### src/rtl/regfile_write_arbiter.sv
// rtl/regfile_write_arbiter.sv - register-file write port arbiter: writeback first, long-latency results via in-order FIFO
module regfile_write_arbiter #(
    parameter int DEPTH  = 2,
    parameter int DATA_W = 32
) (
    input  logic              clk_i,
    input  logic              rst_ni,
    input  logic              wb_we_i,
    input  logic [4:0]        wb_reg_i,
    input  logic [DATA_W-1:0] wb_data_i,
    input  logic              lu_issue_i,
    input  logic [4:0]        lu_issue_reg_i,
    input  logic              lu_valid_i,
    input  logic [4:0]        lu_reg_i,
    input  logic [DATA_W-1:0] lu_data_i,
    output logic              lu_ready_o,
    output logic              rf_we_o,
    output logic [4:0]        rf_addr_o,
    output logic [DATA_W-1:0] rf_data_o,
    output logic [31:0]       busy_o,
    output logic              fifo_full_o
);
    localparam int PTR_W = (DEPTH > 1) ? $clog2(DEPTH) : 1;
    localparam int CNT_W = $clog2(DEPTH + 1);

    logic [4:0]        r_fifo_reg  [DEPTH];
    logic [DATA_W-1:0] r_fifo_data [DEPTH];
    logic [PTR_W-1:0]  r_rd_ptr;
    logic [PTR_W-1:0]  r_wr_ptr;
    logic [CNT_W-1:0]  r_count;
    logic [31:0]       r_busy;

    logic              w_wb_act;
    logic              w_full;
    logic              w_empty;
    logic              w_sel;
    logic              w_pop;
    logic              w_bypass;
    logic              w_push;
    logic [4:0]        w_sel_reg;
    logic [DATA_W-1:0] w_sel_data;
    logic [31:0]       w_busy_next;

    assign w_wb_act = wb_we_i && (wb_reg_i != 5'd0);
    assign w_full   = (r_count == CNT_W'(DEPTH));
    assign w_empty  = (r_count == '0);

    always_comb begin
        w_sel      = 1'b0;
        w_pop      = 1'b0;
        w_bypass   = 1'b0;
        w_sel_reg  = 5'd0;
        w_sel_data = '0;
        if (w_wb_act) begin
            w_sel      = 1'b1;
            w_sel_reg  = wb_reg_i;
            w_sel_data = wb_data_i;
        end else if (!w_empty) begin
            w_sel      = 1'b1;
            w_pop      = 1'b1;
            w_sel_reg  = r_fifo_reg[r_rd_ptr];
            w_sel_data = r_fifo_data[r_rd_ptr];
        end else if (lu_valid_i) begin
            w_sel      = 1'b1;
            w_bypass   = 1'b1;
            w_sel_reg  = lu_reg_i;
            w_sel_data = lu_data_i;
        end
    end

    // Bypass only happens with an empty FIFO, so ready is implied there.
    assign w_push = lu_valid_i && !w_full && !w_bypass;

    assign rf_we_o     = w_sel && (w_sel_reg != 5'd0);
    assign rf_addr_o   = w_sel_reg;
    assign rf_data_o   = w_sel_data;
    assign lu_ready_o  = !w_full;
    assign fifo_full_o = w_full;
    assign busy_o      = r_busy;

    // Issue is applied after the clear so a fresh op keeps its bit.
    always_comb begin
        w_busy_next = r_busy;
        if (w_pop || w_bypass) begin
            w_busy_next[w_sel_reg] = 1'b0;
        end
        if (lu_issue_i) begin
            w_busy_next[lu_issue_reg_i] = 1'b1;
        end
        w_busy_next[0] = 1'b0;
    end

    always_ff @(posedge clk_i or negedge rst_ni) begin
        if (!rst_ni) begin
            r_rd_ptr <= '0;
            r_wr_ptr <= '0;
            r_count  <= '0;
            r_busy   <= '0;
        end else begin
            r_busy <= w_busy_next;
            if (w_push) begin
                r_wr_ptr <= r_wr_ptr + PTR_W'(1);
            end
            if (w_pop) begin
                r_rd_ptr <= r_rd_ptr + PTR_W'(1);
            end
            if (w_push && !w_pop) begin
                r_count <= r_count + CNT_W'(1);
            end else if (w_pop && !w_push) begin
                r_count <= r_count - CNT_W'(1);
            end
        end
    end

    always_ff @(posedge clk_i) begin
        if (w_push) begin
            r_fifo_reg[r_wr_ptr]  <= lu_reg_i;
            r_fifo_data[r_wr_ptr] <= lu_data_i;
        end
    end
endmodule

### config.mk
export PLATFORM = sky130hd
export DESIGN_NAME = regfile_write_arbiter
export DESIGN_NICKNAME = d
export VERILOG_FILES = /design/src/rtl/regfile_write_arbiter.sv
export SDC_FILE = /design/constraint.sdc
export NUM_CORES = 1
export LEC_CHECK = 0
export CAP_MARGIN = 20
export CORE_MARGIN = 8
export CORE_UTILIZATION = 53
export CTS_BUF_LIST = sky130_fd_sc_hd__clkbuf_8
export CTS_CLUSTER_DIAMETER = 150
export CTS_CLUSTER_SIZE = 16
export DETAILED_ROUTE_END_ITERATION = 8
export PLACE_DENSITY_LB_ADDON = 0.1
export SETUP_SLACK_MARGIN = 0.2
export SLEW_MARGIN = 20
export SYNTH_ARGS = -nofsm -noshare
export SYNTH_HDL_FRONTEND = slang
export SYNTH_SLANG_ARGS = --single-unit
### constraint.sdc
create_clock -name clk_i -period 6.58 [get_ports clk_i]
set_input_delay 1.974 -clock clk_i [delete_from_list [all_inputs] [get_ports clk_i]]
set_output_delay 1.974 -clock clk_i [all_outputs]
set_load 0.005 [all_outputs]
* Word-level counts from Yosys, hierarchy flattened
Memory sizes are Yosys's and may differ from the RTL's.
Cells that the tools add are included.
** Operators by class
- Bitwise operators :: 3
- Reductions and logical operators :: 17
- Eq/ne operators :: 1
- Div/mod/pow operators :: 0
- $lt $le $gt $ge :: 4
- Shift-type cells :: 0
- Muxes and demuxes :: 23
- $mul :: 0
- $add $sub $neg :: 4
** Operator list (count)
- $mux W32 :: 5
- $and A32 B32 Y32 :: 1
- $not A32 Y32 :: 1
- $or A32 B32 Y32 :: 1
- $mux W5 :: 3
- $lt A5 B6 Y1 const B :: 2
- $mux W1 :: 11
- $demux W1 S5 :: 2
- $ge A5 B1 Y1 const B :: 2
- $reduce_bool A5 Y1 :: 2
- $logic_and A1 B1 Y1 :: 8
- $logic_not A1 Y1 :: 4
- $mux W2 :: 2
- $add A1 B1 Y1 const B :: 2
- $add A2 B1 Y2 const B :: 1
- $eq A2 B2 Y1 const B :: 1
- $logic_not A2 Y1 :: 1
- $reduce_bool A2 Y1 :: 1
- $sub A2 B1 Y2 const B :: 1
- $logic_or A1 B1 Y1 :: 1
** Storage, ports and cells
- ROM bits :: 0
- Register bits after elaboration :: 35
- Memories kept :: 2
- Bits in writable memories :: 74
- Bits in latches :: 0
- Output and inout port bits :: 72
- Word-level logic and storage cells :: 58
** Memories
- r_fifo_data :: depth 2, bits a word 32, read ports 1, clocked after memory_dff 0, wr ports 1, line 27 : logic [DATA_W-1:0] r_fifo_data [DEPTH];
- r_fifo_reg :: depth 2, bits a word 5, read ports 1, clocked after memory_dff 0, wr ports 1, line 26 : logic [4:0] r_fifo_reg [DEPTH];

* Longest topological paths before layout
Gate-level depths: netlist of run 1.
- Depth after elaboration :: 12
- Depth in mapped cells :: 9
- Depth with buffers taken out :: 9

* Least setup slack after synthesis of run 1
Ideal clock, no wire load.
- Path type :: input-to-output
- Start point :: input wb_reg_i[0]
- End point :: output rf_we_o
- Cell stages on the path :: 5
- Data arrival time :: 3.680 ns
- Buffers on the path :: 0
- Required time :: 4.606 ns
- Setup slack :: 0.926 ns
- Cells stage by stage :: or4_4 > o21ai_4 > mux2_4 > nor2_1 > or4b_1
** Between the ends
- Word-level cells in the longest chain between the ends :: 5
- Elaborated cells on any way between the ends :: 6
- Classes of those cells :: mux (2); reduce/logical (4)
** RTL lines
- start, declared :: line 9 : input logic [4:0] wb_reg_i,
- $reduce_bool A5 Y1 :: line 44 : assign w_wb_act = wb_we_i && (wb_reg_i != 5'd0);
- $logic_and A1 B1 Y1 :: line 44
- $mux W5 :: line 54 : if (w_wb_act) begin
- net rf_addr_o[3] :: line 18 : output logic [4:0] rf_addr_o,
- $reduce_bool A5 Y1 :: line 74 : assign rf_we_o = w_sel && (w_sel_reg != 5'd0);
- $logic_and A1 B1 Y1 :: line 74
- end, declared :: line 17 : output logic rf_we_o,
The timed path passes the listed nets, and every way through them passes these cells.

* Final worst setup path of run 1
- Start point :: input wb_reg_i[0]
- End point :: output rf_we_o
** Between the ends
- Word-level cells in the longest chain between the ends :: 5
- Elaborated cells on any way between the ends :: 6
- Classes of those cells :: mux (2); reduce/logical (4)
** RTL lines (line)
- $reduce_bool A5 Y1 :: 44
- $logic_and A1 B1 Y1 :: 44
- $mux W5 :: 54
- $reduce_bool A5 Y1 :: 74
- $logic_and A1 B1 Y1 * :: 74
Every way passes the cells marked *; elsewhere a longest branch is shown, timed or not.

==> results of run 1 <==
-- power by group --
part / total [µW] / switching, µW / internal, µW
Sequential: 1010 / 103 / 908
Combinational: 1130 / 559 / 568
Clock: 386 / 234 / 152
-- critical path, stage by stage --
cell	delay, ns
sky130_fd_sc_hd__clkdlybuf4s50_1	0.44
sky130_fd_sc_hd__or4_4	0.55
sky130_fd_sc_hd__o21ai_4	0.21
sky130_fd_sc_hd__mux2_4	0.33
sky130_fd_sc_hd__nor2_1	0.11
sky130_fd_sc_hd__or4b_1	0.43
sky130_fd_sc_hd__dlygate4sd2_1	0.28
-- stage by stage --
step                cells  hold slack (ns)  util, %  power, µW  cell area [µm²]
finish                768           0.5203    74.26       2524             7292
global route          768           0.5525    74.26       2677             7292
detailed placement    749           0.4987    71.48       2132             7019
CTS                   765           0.5207    73.43       2517             7211
global placement      749           0.4880    71.48       2098             7019
floorplan             483           0.4681        -       1645             5366
-- metal layers --
metal | share of wire [%] | vias up | track usage (%)
li1 | - | 2085 | -
met1 | 42 | 2143 | 25.73
met2 | 51 | 150 | 36.29
met3 | 6.2 | 20 | 4.292
met4 | 1.6 | 0 | 8.020
met5 | 0 | - | 0
-- cells by family after synthesis --
family,Yosys count,synth area share (%)
buffers and inverters,58,4.756
adder cells (fa/ha/maj),1,0.2331
AND/OR/NAND/NOR,133,11.56
flip-flops,109,57.73
AO/OA/AOI/OAI,133,16.53
multiplexers,43,8.300
XOR/XNOR,5,0.8162
other,1,0.06988
-- final timing paths --
| check | from | endpoint | slack, ns | depth (start not counted) |
|---|---|---|---|---|
| setup / recovery | wb_reg_i[0] | rf_we_o | 0.27 | 7 |
| hold / removal | busy_o[4] | busy_o[4] | 0.52 | 2 |
| setup reg to reg | r_count[1] | busy_o[29] | 3.88 | 6 |
| hold reg to reg | busy_o[4] | busy_o[4] | 0.52 | 2 |
| max in group asynchronous | rst_ni | r_rd_ptr | 4.21 | 2 |
| min in group asynchronous | rst_ni | busy_o[26] | 2.01 | 2 |
-- layout by cell type (no fill, tap or decap), types with 3 or more instances in the layout --
| master | netlist | layout |
|---|---|---|
| sky130_fd_sc_hd__clkdlybuf4s50_1 | 0 | 153 |
| sky130_fd_sc_hd__edfxtp_1 | 74 | 74 |
| sky130_fd_sc_hd__nor2_1 | 73 | 70 |
| sky130_fd_sc_hd__mux2i_1 | 37 | 37 |
| sky130_fd_sc_hd__a21oi_1 | 36 | 36 |
| sky130_fd_sc_hd__dfrtp_1 | 35 | 34 |
| sky130_fd_sc_hd__a31oi_1 | 32 | 32 |
| sky130_fd_sc_hd__nand2_1 | 27 | 27 |
| sky130_fd_sc_hd__inv_1 | 26 | 27 |
| sky130_fd_sc_hd__o21ai_0 | 23 | 23 |
| sky130_fd_sc_hd__o221ai_1 | 12 | 12 |
| sky130_fd_sc_hd__clkbuf_8 | 0 | 10 |
| sky130_fd_sc_hd__o211ai_1 | 8 | 8 |
| sky130_fd_sc_hd__buf_4 | 2 | 8 |
| sky130_fd_sc_hd__o221ai_2 | 6 | 6 |
| sky130_fd_sc_hd__o31ai_1 | 5 | 5 |
| sky130_fd_sc_hd__mux2_2 | 4 | 4 |
| sky130_fd_sc_hd__a211oi_1 | 4 | 4 |
| sky130_fd_sc_hd__nor4_1 | 4 | 4 |
| sky130_fd_sc_hd__nand3_1 | 4 | 4 |
| sky130_fd_sc_hd__nor2_4 | 0 | 3 |
| sky130_fd_sc_hd__nand3b_1 | 3 | 3 |
| sky130_fd_sc_hd__or3b_2 | 3 | 3 |
| sky130_fd_sc_hd__nand2b_1 | 3 | 3 |
| sky130_fd_sc_hd__xnor2_1 | 3 | 3 |
-- cell type report --
| class | count | area (µm²) | share of cell area [%] |
|---|---|---|---|
| repair buffers | 167 | 1704 | 23.37 |
| well taps | 133 | 166.4 | 2.282 |
| clock inverters | 6 | 47.55 | 0.6520 |
| flip-flops and latches | 109 | 3099 | 42.50 |
| clock buffers | 10 | 137.6 | 1.887 |
| multi-input cells | 316 | 2036 | 27.92 |
| inverters | 27 | 101.3 | 1.390 |
-- timing repair --
action | in CTS | in global routing
hold buffers | 0 | 0
cloned | 0 | 1
gates resized for setup | 3 | 2
endpoints found under the hold margin | 0 | 0
pin swaps | 1 | 1
endpoints found under the setup margin | 18 | 20
==> results.md, run 1 <==
- The run finished with clean final reports.
- The synthesized design devotes to its leading area cell type 41.41% of total area.
- The global-route usage over all layers is 21.15%.
- The via count is 4398.
- TritonCTS built the clock tree.
- The endpoint class of the critical path is a primary output.
- The proportion of synthesized flip-flops having asynchronous set or reset is 32.11%.
- For this run, the top clock speed supported by timing is 0.1584 GHz.
- The max-slew violation count is 0.
- The width of the die is 116.6 µm.
- The path class of the lowest-slack min-delay path is flop to flop.
- The cell area after synthesis is 0.005366 mm².
- Summing the sequential cell areas from Yosys gives 57.73% of the chip area.
- The boundary pin count is 156.
- The main flop type after synthesis is sky130_fd_sc_hd__edfxtp_1.
- The antenna violation net count after detailed routing is 0.
- The height of the die is 116.6 µm.
- The placed wire-length estimate is 10510 µm.
- The power density relative to cell area is 346.2 mW/mm².
- The number of clock buffers added by TritonCTS is 9.
- The setup violation total in the final timing report is 0.
- The library cell used as clock root buffer is sky130_fd_sc_hd__clkbuf_8.
- After global routing the overflow that remains totals 0.
- The critical path start-end classification is input pin to primary output.
- Setup repair after global routing left no endpoint under its margin.
- The max-cap violation count is 0.
- The synthesized netlist cell count is 483.
- The buffer count from post-CTS setup fixing is 0.
- In the routed layout, each cell is associated on average with a via count of 5.727.
- In this run the mean area of a mapped cell was 11.11 µm².
- The clock latency at the later pin of the worst-skew pair is 0.37 ns.
- The worst path arrival time is 4.34 ns.
- The largest voltage drop on the vdd net is 223.1 µV.
- The number of antenna violations at the first check in global routing is 0.
- The largest net degree at the start of global routing is 71.
- The number of global-route vias before repair is 4428.
- The total die area is 0.01360 mm².
- The count of H-tree levels built during CTS is 3.
- The number of antenna diodes in the final layout is 0.
- Before antenna repair, the detailed router went through 4 iterations.
- The clock-pin slew reported for the worst setup and hold paths after clock tree synthesis is 0.10 ns.
- The total detailed-routing wirelength is 14850 µm.
- The number of flops mapped to enable cells by yosys is 74.
- The actual transition at the worst max-transition pin is 0.9124 ns.
- The placeable core region is 0.009819 mm².
- The setup slack of the critical path after layout is 0.2684 ns.
- The final-report hold violation count is 0.
- At the worst endpoint, the required time is 4.61 ns.
- Clock skew on the completed layout was measured at 0.01676 ns.
- CTS saw 109 sinks.
- The first-iteration detailed-routing DRC count is 371.
- The clock passes through at most 2 buffers.
- The final critical path takes up 95.92% of the cycle.
- The share of layout cells above drive strength 1 is 8.346%.
- The post-synthesis cell type with the largest combined area is sky130_fd_sc_hd__edfxtp_1.
- The initial utilization of the core area, before any placement, comes to 54.65%.
- The residual DRC count is 0.
- The per-cell routed wire length is 19.33 µm.
- The total nets after synthesis is 568.
- The category of the worst setup path launch point is an input pin.
- Counting instances in the post-synthesis netlist gives the leading cell types as 74 x sky130_fd_sc_hd__edfxtp_1, 73 x sky130_fd_sc_hd__nor2_1, 37 x sky130_fd_sc_hd__mux2i_1.
- At the placement stage, the worst setup path has a slack of 0.07888 ns.
- The global-route wire length before repair is 22540 µm.
- The last weighted congestion value of the routability-driven placer is 0.9016.
- The area growth from synthesis to layout is 35.88%.
- The count of standard-cell rows is 36.
- The final net count is 715.
- The count of input and output buffers is 154.
- The total number of yosys warnings is 0.
- The cell leakage power is 0.002866 µW.
- In this run the worst path has a maximum fanout of 4.
- The flop and latch count out of synthesis is 109.
- After layout, the minimum clock period comes to 6.312 ns.
- Counting distinct cell types in the post-synthesis netlist gives 50.
- The worst relative slew slack is 38.53%.
- By area the synthesized netlist is led by sky130_fd_sc_hd__edfxtp_1 41%, sky130_fd_sc_hd__dfrtp_1 16%, sky130_fd_sc_hd__mux2i_1 6.9%.
- The most frequent cell after synthesis is sky130_fd_sc_hd__edfxtp_1.
- The layout has 741 filler cells.
- The sum of negative setup slack is 0 ns.
- The register with the most flip-flops in the layout has 64 of them.
Power figures use the tool's default switching activity.
==> inputs of run 2 (changes only) <==
--- a/config.mk
+++ b/config.mk
@@ -6,7 +6,7 @@
 export NUM_CORES = 1
 export LEC_CHECK = 0
 export CAP_MARGIN = 20
-export CORE_MARGIN = 8
+export CORE_MARGIN = 2
 export CORE_UTILIZATION = 53
 export CTS_BUF_LIST = sky130_fd_sc_hd__clkbuf_8
 export CTS_CLUSTER_DIAMETER = 150
==> run 2 against run 1 <==
Effect of this change:
- die area down 20%
- register-to-register slack worse by 0.08 ns
- worst setup slack lost 0.0092 ns
- final cell count decreased by 0.13%
- total power is 1.0% higher
- critical path depth stayed put
- hold slack lost 0.0051 ns
- count of clock-buffer cells in the layout is 1 lower
- critical path type unchanged
- critical endpoint unchanged
==> results.md, run 2 (same netlist as run 1, synthesis figures left out) <==
- The minimum period implied by the final worst setup slack was 6.321 ns (was 6.312 ns).
- The first-iteration detailed-routing DRC count is 285 (was 371).
- The max-cap violation count was 0 (unchanged).
- The largest delay contributor family on the critical path is simple AND/OR/NAND/NOR gates (unchanged).
- The largest buffer count on any clock path is 2 (unchanged).
- The via count was 4395 (was 4398).
- The placeable core region is 0.009819 mm² (unchanged).
- The count of input and output buffers is 154 (unchanged).
- The buffer count from post-CTS setup fixing was 0 (unchanged).
- The overall power consumption came to 2550 µW (was 2524 µW).
- The critical path launch point is wb_reg_i[0] (unchanged).
- The launch point of the worst reg-to-reg path is r_count[0] (was r_count[1]).
- The largest net degree at the start of global routing is 71 (unchanged).
- The category of the worst setup path launch point is an input pin (unchanged).
- Unrepaired setup endpoints after global routing: false (unchanged).
- The core utilization of the finished layout is 74.27% (was 74.26%).
- The boundary pin count is 156 (unchanged).
- The count of standard-cell rows is 36 (unchanged).
- The final-report hold violation count is 0 (unchanged).
- The per-cell routed wire length is 17.67 µm (was 19.33 µm).
- The placed wire-length estimate was 9161 µm (was 10510 µm).
- The total CTS buffers is 9 (unchanged).
- The count of H-tree levels built during CTS is 3 (unchanged).
- CP cell instances: clkdlybuf4s50_1 -> or4_4 -> o21ai_4 -> mux2_4 -> nor2_1 -> or4b_1 -> dlygate4sd2_1 (unchanged).
- The total die area came to 0.01095 mm² (was 0.01360 mm²).
- The clock network power share is 16.3% (was 15.3%).
- The worst relative slew slack is 41.63% (was 38.53%).
- The actual transition at the worst max-transition pin came to 0.8755 ns (was 0.9124 ns).
- The residual DRC count is 0 (unchanged).
- The portion of the clock cycle consumed by the worst path in the final layout was 96.06% (was 95.92%).
- The sum of negative setup slack is 0 ns (unchanged).
- The number of antenna violations at the first check in global routing came to 0 (unchanged).
- The cell area after placement is 0.007019 mm² (unchanged).
- The width of the die came to 104.6 µm (was 116.6 µm).
- The number of global-route vias before repair is 4263 (was 4428).
- Outcome: finished, final reports clean (unchanged).
- The endpoint class of the critical path is a primary output (unchanged).
- The global-route wire length before repair is 21200 µm (was 22540 µm).
- The maximum cell stage delay along the critical path is 0.55 ns (about the same).
- The area used by sequential logic in the layout was 0.003099 mm² (unchanged).
- The share of total power in sequential cells is 39.8% (was 40.1%).
- The total net switching power is 891.1 µW (was 895.9 µW).
- The global-route usage over all layers is 24.35% (was 21.15%).
- The share of layout cells above drive strength 1 is 8.360% (was 8.346%).
- The last weighted congestion value of the routability-driven placer is 0.8829 (was 0.9016).
- The total detailed-routing wirelength was 13560 µm (was 14850 µm).
- The setup slack of the critical path after layout is 0.2591 ns (was 0.2684 ns).
- The multi-input gate area in the final layout is 0.002036 mm² (unchanged).
- The flip-flop count of the largest register after layout is 64 (unchanged).
- The fmax is 0.1582 GHz (was 0.1584 GHz).
- The antenna violation net count after detailed routing is 0 (unchanged).
- The final design instance area without fill is 0.007293 mm² (was 0.007292 mm²).
- The top fanout value on the critical path came to 4 (unchanged).
- The library cell used as clock root buffer was sky130_fd_sc_hd__clkbuf_8 (unchanged).
- The register-to-register path setup slack came to 3.80 ns (was 3.88 ns).
- The power density relative to cell area is 349.6 mW/mm² (was 346.2 mW/mm²).
- The clock latency at the later pin of the worst-skew pair is 0.37 ns (about the same).
- The setup slack after placement came to 0.1305 ns (was 0.07888 ns).
- The master of the slowest instance on the critical path is sky130_fd_sc_hd__or4_4 (unchanged).
- The aggregate global routing overflow is 0 (unchanged).
- The path class of the lowest-slack min-delay path is flop to flop (unchanged).
- The commonest non-fill, non-tap cell in the layout was sky130_fd_sc_hd__clkdlybuf4s50_1 (unchanged).
- The max-slew violation count is 0 (unchanged).
- The number of fillers in the final layout was 696 (was 741).
- The clock-pin slew reported for the worst setup and hold paths after clock tree synthesis was 0.10 ns (about the same).
- The required time of the critical path came to 4.61 ns (about the same).
- The effective utilization at floorplan is 54.65% (unchanged).
- The worst-case clock skew was 0.01157 ns (was 0.01676 ns).
- The worst path arrival time is 4.35 ns (was 4.34 ns).
- Commonest cells after routing, fill and taps aside: 153 x sky130_fd_sc_hd__clkdlybuf4s50_1, 74 x sky130_fd_sc_hd__edfxtp_1, 70 x sky130_fd_sc_hd__nor2_1 (unchanged).
- The share of power burned in combinational logic is 43.8% (was 44.7%).
- The cell leakage power is 0.002867 µW (was 0.002866 µW).
- The number of detailed-routing iterations run before antenna repair is 5 (was 4).
- The internal power is 1659 µW (was 1629 µW).
- The largest voltage drop on the vdd net is 179.7 µV (was 223.1 µV).
- The buffers plus inverters on the worst setup path is 2 (unchanged).
- The clock tree from TritonCTS is yes (unchanged).
- The setup violation total in the final timing report is 0 (unchanged).
- The height of the die is 104.6 µm (was 116.6 µm).
- The sink count of the clock tree was 109 (unchanged).
- The final net count is 714 (was 715).
- The area growth from synthesis to layout was 35.91% (was 35.88%).
- The hold buffer count at cts is 0 (unchanged).
- The critical path start-end classification is input pin to primary output (unchanged).
- The antenna diode instance count is 0 (unchanged).
- The via density per instance came to 5.730 (was 5.727).
- The launch instance of the worst min-delay path is busy_o[7] (was busy_o[4]).
- The switching portion of total power was 34.95% (was 35.49%).
-- run 2: what timing repair did --
| item | in CTS | in global routing |
|---|---|---|
| pin swaps | 1 | 1 |
| setup endpoints to repair | 2 | 23 |
| resized for setup | 2 | 3 |
| cloned | 0 | 0 |
-- run 2: stage by stage --
| step | hold WS [ns] | cells |
|---|---|---|
| finish | 0.5152 | 767 |
| global route | 0.5522 | 767 |
| CTS | 0.5197 | 765 |
| detailed placement | 0.4964 | 749 |
| global placement | 0.4922 | 749 |
| floorplan | 0.4681 | 483 |
-- run 2: final timing paths --
path	cells after the start	to
max in group asynchronous	2	r_rd_ptr
setup reg to reg	6	busy_o[29]
min in group asynchronous	2	busy_o[26]
setup / recovery	7	rf_we_o
hold / removal	2	busy_o[7]
hold reg to reg	2	busy_o[7]
-- run 2: layer usage --
metal	vias to the layer above	GRT usage, %	share of wire, %
met5	-	0	0
met3	22	5.178	6.7
li1	2089	-	-
met2	184	42.16	50
met4	0	8.190	1.8
met1	2100	30.46	42
-- run 2: cell type report --
cell class	count	share of cell area [%]
timing repair buffer	166	23.13
multi-input combinational	316	27.91
inverter	27	1.390
tap	133	2.282
clock inverter	7	1.098
sequential	109	42.49
clock buffer	9	1.698
-- run 2: tightest hold or removal path: stages, from the launching register on --
cell and delay, ns:
sky130_fd_sc_hd__dfrtp_1 0.36, sky130_fd_sc_hd__o31ai_1 0.06, sky130_fd_sc_hd__o21ai_0 0.06
-- run 2: power groups by stage --
stage	combinational, µW	sequential (µW)	clock, µW
global route	1220	1030	451
CTS	1100	1020	423
detailed placement	1090	1030	0
global placement	1070	1020	0
finish	1120	1020	416
floorplan	660	985	0
==> inputs of run 3 (changes only) <==
--- a/config.mk
+++ b/config.mk
@@ -7,12 +7,14 @@
 export LEC_CHECK = 0
 export CAP_MARGIN = 20
 export CORE_MARGIN = 2
-export CORE_UTILIZATION = 53
+export CORE_UTILIZATION = 30
 export CTS_BUF_LIST = sky130_fd_sc_hd__clkbuf_8
 export CTS_CLUSTER_DIAMETER = 150
 export CTS_CLUSTER_SIZE = 16
 export DETAILED_ROUTE_END_ITERATION = 8
+export GPL_ROUTABILITY_DRIVEN = 0
 export PLACE_DENSITY_LB_ADDON = 0.1
+export REMOVE_ABC_BUFFERS = 1
 export SETUP_SLACK_MARGIN = 0.2
 export SLEW_MARGIN = 20
 export SYNTH_ARGS = -nofsm -noshare
==> run 3 against run 2 <==
Effect of this change:
- flip-flop and latch count stayed put
- worst setup slack better by 0.045 ns
- total power grew 1.6%
- first-iteration DRC count shrank 9.8%
- count of clock-buffer cells in the layout unchanged
- critical endpoint unchanged
- routed wire length is 14% higher
==> results.md, run 3 (same netlist as run 1, synthesis figures left out) <==
- Outcome: finished, final reports clean (unchanged).
- The placed wire-length estimate is 10060 µm (was 9161 µm).
- Commonest cells after routing, fill and taps aside: 153 x sky130_fd_sc_hd__clkdlybuf4s50_1, 74 x sky130_fd_sc_hd__edfxtp_1, 70 x sky130_fd_sc_hd__nor2_1 (unchanged).
- The area growth from synthesis to layout was 39.17% (was 35.91%).
- The filler-free cell count of the finished design came to 860 (was 767).
- The count of input and output buffers is 154 (unchanged).
- The number of detailed-routing iterations run before antenna repair was 7 (was 5).
- The required time of the critical path came to 4.61 ns (about the same).
- The width of the die is 137.7 µm (was 104.6 µm).
- The worst relative slew slack is 41.33% (was 41.63%).
- The via density per instance is 5.037 (was 5.730).
- Unrepaired setup endpoints after global routing: false (unchanged).
- The aggregate global routing overflow is 0 (unchanged).
- The sink count of the clock tree is 109 (unchanged).
- The library cell used as clock root buffer is sky130_fd_sc_hd__clkbuf_8 (unchanged).
- The setup violation total in the final timing report came to 0 (unchanged).
- The antenna diode instance count is 0 (unchanged).
- The final-report hold violation count was 0 (unchanged).
- The register-to-register path setup slack is 3.82 ns (was 3.80 ns).
- The flip-flop count of the largest register after layout is 64 (unchanged).
- The max-cap violation count is 0 (unchanged).
- The first-iteration detailed-routing DRC count is 257 (was 285).
- The count of standard-cell rows was 48 (was 36).
- The sum of negative setup slack is 0 ns (unchanged).
- The total CTS buffers is 9 (unchanged).
- The category of the worst setup path launch point was an input pin (unchanged).
- The number of fillers in the final layout is 1672 (was 696).
- The depth of the worst register-to-register path came to 6 (unchanged).
- The max-slew violation count is 0 (unchanged).
- The effective utilization at floorplan is 30.81% (was 54.65%).
- The critical path launch point is wb_reg_i[1] (was wb_reg_i[0]).
- The global-route wire length before repair was 22450 µm (was 21200 µm).
- The clock-pin slew reported for the worst setup and hold paths after clock tree synthesis was 0.10 ns (about the same).
- The top fanout value on the critical path is 3 (was 4).
- The placeable core region was 0.01742 mm² (was 0.009819 mm²).
- The launch point of the worst reg-to-reg path is r_count[0] (unchanged).
- The number of global-route vias before repair is 4118 (was 4263).
- The number of antenna violations at the first check in global routing came to 0 (unchanged).
- The critical path start-end classification is input pin to primary output (unchanged).
- The residual DRC count is 0 (unchanged).
- The final net count is 715 (was 714).
- The worst path arrival time is 4.30 ns (was 4.35 ns).
- The global-route usage over all layers is 15.54% (was 24.35%).
- The via count is 4332 (was 4395).
- The share of layout cells above drive strength 1 is 8.346% (was 8.360%).
- The multi-input gate area in the final layout is 0.002036 mm² (unchanged).
- The largest net degree at the start of global routing was 77 (was 71).
- The power density relative to cell area is 346.9 mW/mm² (was 349.6 mW/mm²).
- The fmax is 0.1593 GHz (was 0.1582 GHz).
- The commonest non-fill, non-tap cell in the layout was sky130_fd_sc_hd__clkdlybuf4s50_1 (unchanged).
- The actual transition at the worst max-transition pin came to 0.8709 ns (was 0.8755 ns).
- The clock tree from TritonCTS is yes (unchanged).
- The destination of the critical timing path is rf_we_o (unchanged).
- The worst-case clock skew is 0.01264 ns (was 0.01157 ns).
- The overall power consumption is 2590 µW (was 2550 µW).
- The height of the die came to 137.7 µm (was 104.6 µm).
- The boundary pin count was 156 (unchanged).
- The setup slack of the critical path after layout is 0.3043 ns (was 0.2591 ns).
- The total die area is 0.01897 mm² (was 0.01095 mm²).
- The clock latency at the later pin of the worst-skew pair came to 0.38 ns (was 0.37 ns).
- The path class of the lowest-slack min-delay path is flop to flop (unchanged).
- The cell leakage power is 0.002891 µW (was 0.002867 µW).
- The area used by sequential logic in the layout was 0.003099 mm² (unchanged).
- The terminus of the critical flop-to-flop path is busy_o[29] (unchanged).
- The largest buffer count on any clock path is 2 (unchanged).
- The portion of the clock cycle consumed by the worst path in the final layout was 95.38% (was 96.06%).
- The minimum period implied by the final worst setup slack is 6.276 ns (was 6.321 ns).
- The per-cell routed wire length is 18.01 µm (was 17.67 µm).
- The largest voltage drop on the vdd net is 152.4 µV (was 179.7 µV).
- The setup slack after placement is 0.1802 ns (was 0.1305 ns).
- The endpoint class of the critical path is a primary output (unchanged).
- The antenna violation net count after detailed routing is 0 (unchanged).
- The number of instances in the placed design is 842 (was 749).
- The count of H-tree levels built during CTS is 3 (unchanged).
- The buffer count from post-CTS setup fixing is 0 (unchanged).
- The total detailed-routing wirelength is 15490 µm (was 13560 µm).
- The hold buffer count at cts is 0 (unchanged).
[run 3: changes by cell type in the layout (fill, tap and decap cells not counted), sizes merged]
cell | before | now
bufinv | 1 | 2
clkinv | 2 | 3
clkbuf | 9 | 11
inv | 30 | 27
buf | 12 | 11
clkinvlp | 1 | 2
[run 3: worst max-delay path, stage by stage]
cell	delay, ns
sky130_fd_sc_hd__clkdlybuf4s50_1	0.43
sky130_fd_sc_hd__or4_4	0.54
sky130_fd_sc_hd__o21ai_4	0.22
sky130_fd_sc_hd__mux2_4	0.32
sky130_fd_sc_hd__nor2_1	0.10
sky130_fd_sc_hd__or4b_1	0.43
sky130_fd_sc_hd__dlygate4sd2_1	0.28
[run 3: how the worst min path moves through the flow]
stage | start | to | slack [ns] | cells after the start
CTS | busy_o[16] | busy_o[16] | 0.53 | 2
global route | busy_o[16] | busy_o[16] | 0.56 | 2
global placement | busy_o[12] | busy_o[12] | 0.50 | 2
finish | busy_o[16] | busy_o[16] | 0.53 | 2
detailed placement | busy_o[16] | busy_o[16] | 0.50 | 2
floorplan | r_wr_ptr | r_wr_ptr | 0.47 | 1
[run 3: area by class of cell]
cell class                      instances  area share [%]
Inverter                               27           1.357
Timing Repair Buffer                  167           23.25
Clock buffer                            9           1.659
Tap cell                              225           3.769
Clock inverter                          7           1.206
Multi-Input combinational cell        316           27.26
Sequential cell                       109           41.50
[run 3: metrics by stage]
stage	area (µm²)	utilization, %	hold slack (ns)
2_1_floorplan	5213	-	0.4681
3_3_place_gp	7139	40.99	0.4968
3_5_place_dp	7194	41.31	0.5033
4_1_cts	7407	42.53	0.5315
5_1_grt	7468	42.88	0.5613
6_report	7468	42.88	0.5311
[run 3: timing repair]
| action | CTS | global route |
|---|---|---|
| resized for setup | 1 | 2 |
| cloned | 0 | 2 |
| pin swaps | 1 | 0 |
| setup endpoints to repair | 1 | 32 |
[run 3: per-layer routing]
layer	up-vias	track usage [%]	part of all wire, %
met5	-	0	0
met4	0	5.499	1.5
met3	13	3.054	5.7
met2	136	24.74	46
met1	2106	21.12	47
li1	2077	-	-
[run 3: where the power goes]
| group | internal [µW] | switching [µW] |
|---|---|---|
| Combinational | 572 | 567 |
| Clock | 212 | 230 |
| Sequential | 908 | 101 |
| Total | 1690 | 898 |
==> variant: new RTL, settings of run 1 <==
Set the parameter `DATA_W` to 64 (it was 32).
--- a/src/rtl/regfile_write_arbiter.sv
+++ b/src/rtl/regfile_write_arbiter.sv
@@ -1,7 +1,7 @@
 // rtl/regfile_write_arbiter.sv - register-file write port arbiter: writeback first, long-latency results via in-order FIFO
 module regfile_write_arbiter #(
     parameter int DEPTH  = 2,
-    parameter int DATA_W = 32
+    parameter int DATA_W = 64
 ) (
     input  logic              clk_i,
     input  logic              rst_ni,
Interface: changed (resized lu_data_i, rf_data_o and wb_data_i); port bits go from 156 to 252. No check against the original RTL was run, so the function may have changed too.
==> variant against run 1 <==
- total power is 62% higher
- clock skew decreased by 0.0054 ns
- die area is 47% higher
- routed wire length grew 61%
- setup slack better by 0.033 ns
- sequential cell count up 64
- final area increased by 58%
- global-route usage increased by 1.8 points
- largest cell class unchanged
- clock power grew 95%
- count of clock-buffer cells in the layout grew 7
- synthesized area is 55% higher
- highest routed layer unchanged
- non-clock buffer count rose by 105
- combinational power grew 53%
- register-to-register slack gained 0.05 ns
==> variant: results (changes against run 1) <==
metric;value;unit;change
routed-wl-met2;11890;um;+58%
netlist_top_cells_count;edfxtp_1, nor2_1, mux2i_1, a21oi_1, a31oi_1;;
synth_compound_area_share;14.93;%;-1.6 points
track_usage;22.95;%;+1.8 points
drt_iter0_markers;603;;+63%
htree_levels;4;;+1
synthFlopType;edfxtp_1;;
slowest_delay;0.56;ns;
grt_first_pass_wirelength;36180;um;+61%
grt_start_max_net_pins;68;;-4.2%
synth_seq_area_share;60.44;%;+2.7 points
p_clk_share;18.4;%;+3.1 points
drive_gt1_share;8.265;%;-0.081 points
pwr-share-comb;42.2;%;-2.5 points
m1WireLength;9276;um;+50%
grt_pass1_vias;6857;;+55%
p_leak;4.421;nW;+54%
globalplace.congestion;0.8939;;-0.85%
cts-root-buf;clkbuf_8;;
crit_slowest_cell;or4_4;;
grt_util_met1;26.68;%;+0.95 points
largest_register_ffs;128;;+100%
dr.pass1.iters;5;;+1
path_max_fanout;18;;+14
synth_edf_count;138;;+86%
wl_met3;1966;um;+120%
nNetsFinal;1116;;+56%
outcome;complete, no violations;;
synth_xor_area_share;0.5273;%;-0.29 points
cts_made_buffers;17;;+8
synth_fa_ha_area_share;0.1506;%;-0.083 points
synth.area.top_cells;edfxtp_1, dfrtp_1, mux2i_1, nor2_1, a31oi_1;;
synth.mux.area_fraction;9.265;%;+0.96 points
worst_slew_pin_slew;0.8743;ns;-0.03805 ns
clkTransAtPathRegs;0.09;ns;
post-dp-hpwl;16410;um;+56%
synth_nets;879;;+55%
critPathArrivalTime;4.30;ns;-0.04 ns
synth_cell_types;52;;+4.0%
yosysTopAreaCellShare;49.89;%;+8.5 points
use_met2;38.78;%;+2.5 points
top_layer_used;met4;;
netSwitchingFraction;34.58;%;-0.90 points
clock_skew;0.01139;ns;-0.005371 ns
n_fill_cell;1038;;+40%
clk_latency;0.45;ns;+0.08 ns
async_reset_ff_share;20.23;%;-12 points
critPathTopFamily;buffers and inverters;;
vdd_drop_max;0.0002269;V;+1.7%
wl_per_cell;20.02;um;+3.6%
grt_antenna_before_repair;1;;+1
port_buffers;250;;+62%
viasPerCell;5.722;;about the same
ys_warn_count;0;;unchanged
use_met3;6.786;%;+2.5 points
==> variant: changes by cell type in the layout (fill, tap and decap cells not counted), sizes merged, moves of 9 or more <==
cell	before	now
clkbuf	11	20
a31oi	32	64
a21oi	36	68
mux2i	37	69
nor2	73	137
edfxtp	74	138
clkdlybuf4s50	153	247
==> variant: final cells by class <==
cell class	instances	share of cell area, %
clock inverter	15	1.487
multi-input combinational	476	25.68
antenna	1	0.02171
clock buffer	17	2.030
inverter	27	0.8794
timing repair buffer	272	24.03
sequential	173	43.59
tap	211	2.291
==> variant: stage by stage <==
step,instances,setup slack (ns),total power [mW],area [sq um]
after detailed placement,1154,-0.1354,3.351,10970
after global placement,1154,-0.03546,3.293,10970
final,1192,0.3015,4.101,11520
after CTS,1189,0.2101,4.111,11450
after global routing,1192,0.1842,4.325,11520
after floorplan,730,0.5752,2.608,8305
==> variant: worst paths after layout <==
| path | start | end | slack [ns] | cells after the start |
|---|---|---|---|---|
| worst max-delay path | wb_reg_i[2] | rf_data_o[30] | 0.30 | 9 |
| worst min-delay path | busy_o[15]$_DFF_PN0_ | busy_o[15]$_DFF_PN0_ | 0.52 | 2 |
| worst max register to register | r_rd_ptr$_DFFE_PN0N_ | busy_o[28]$_DFF_PN0_ | 3.93 | 6 |
| worst min register to register | busy_o[15]$_DFF_PN0_ | busy_o[15]$_DFF_PN0_ | 0.52 | 2 |
| max in group asynchronous | rst_ni | r_rd_ptr$_DFFE_PN0N_ | 4.29 | 2 |
| min in group asynchronous | rst_ni | busy_o[16]$_DFF_PN0_ | 1.92 | 2 |
==> variant: timing repair <==
action	in CTS	in global routing
cloned	1	2
setup endpoints to repair	66	41
resized for setup	10	7
pin swaps	2	1
buffers inserted	2	0
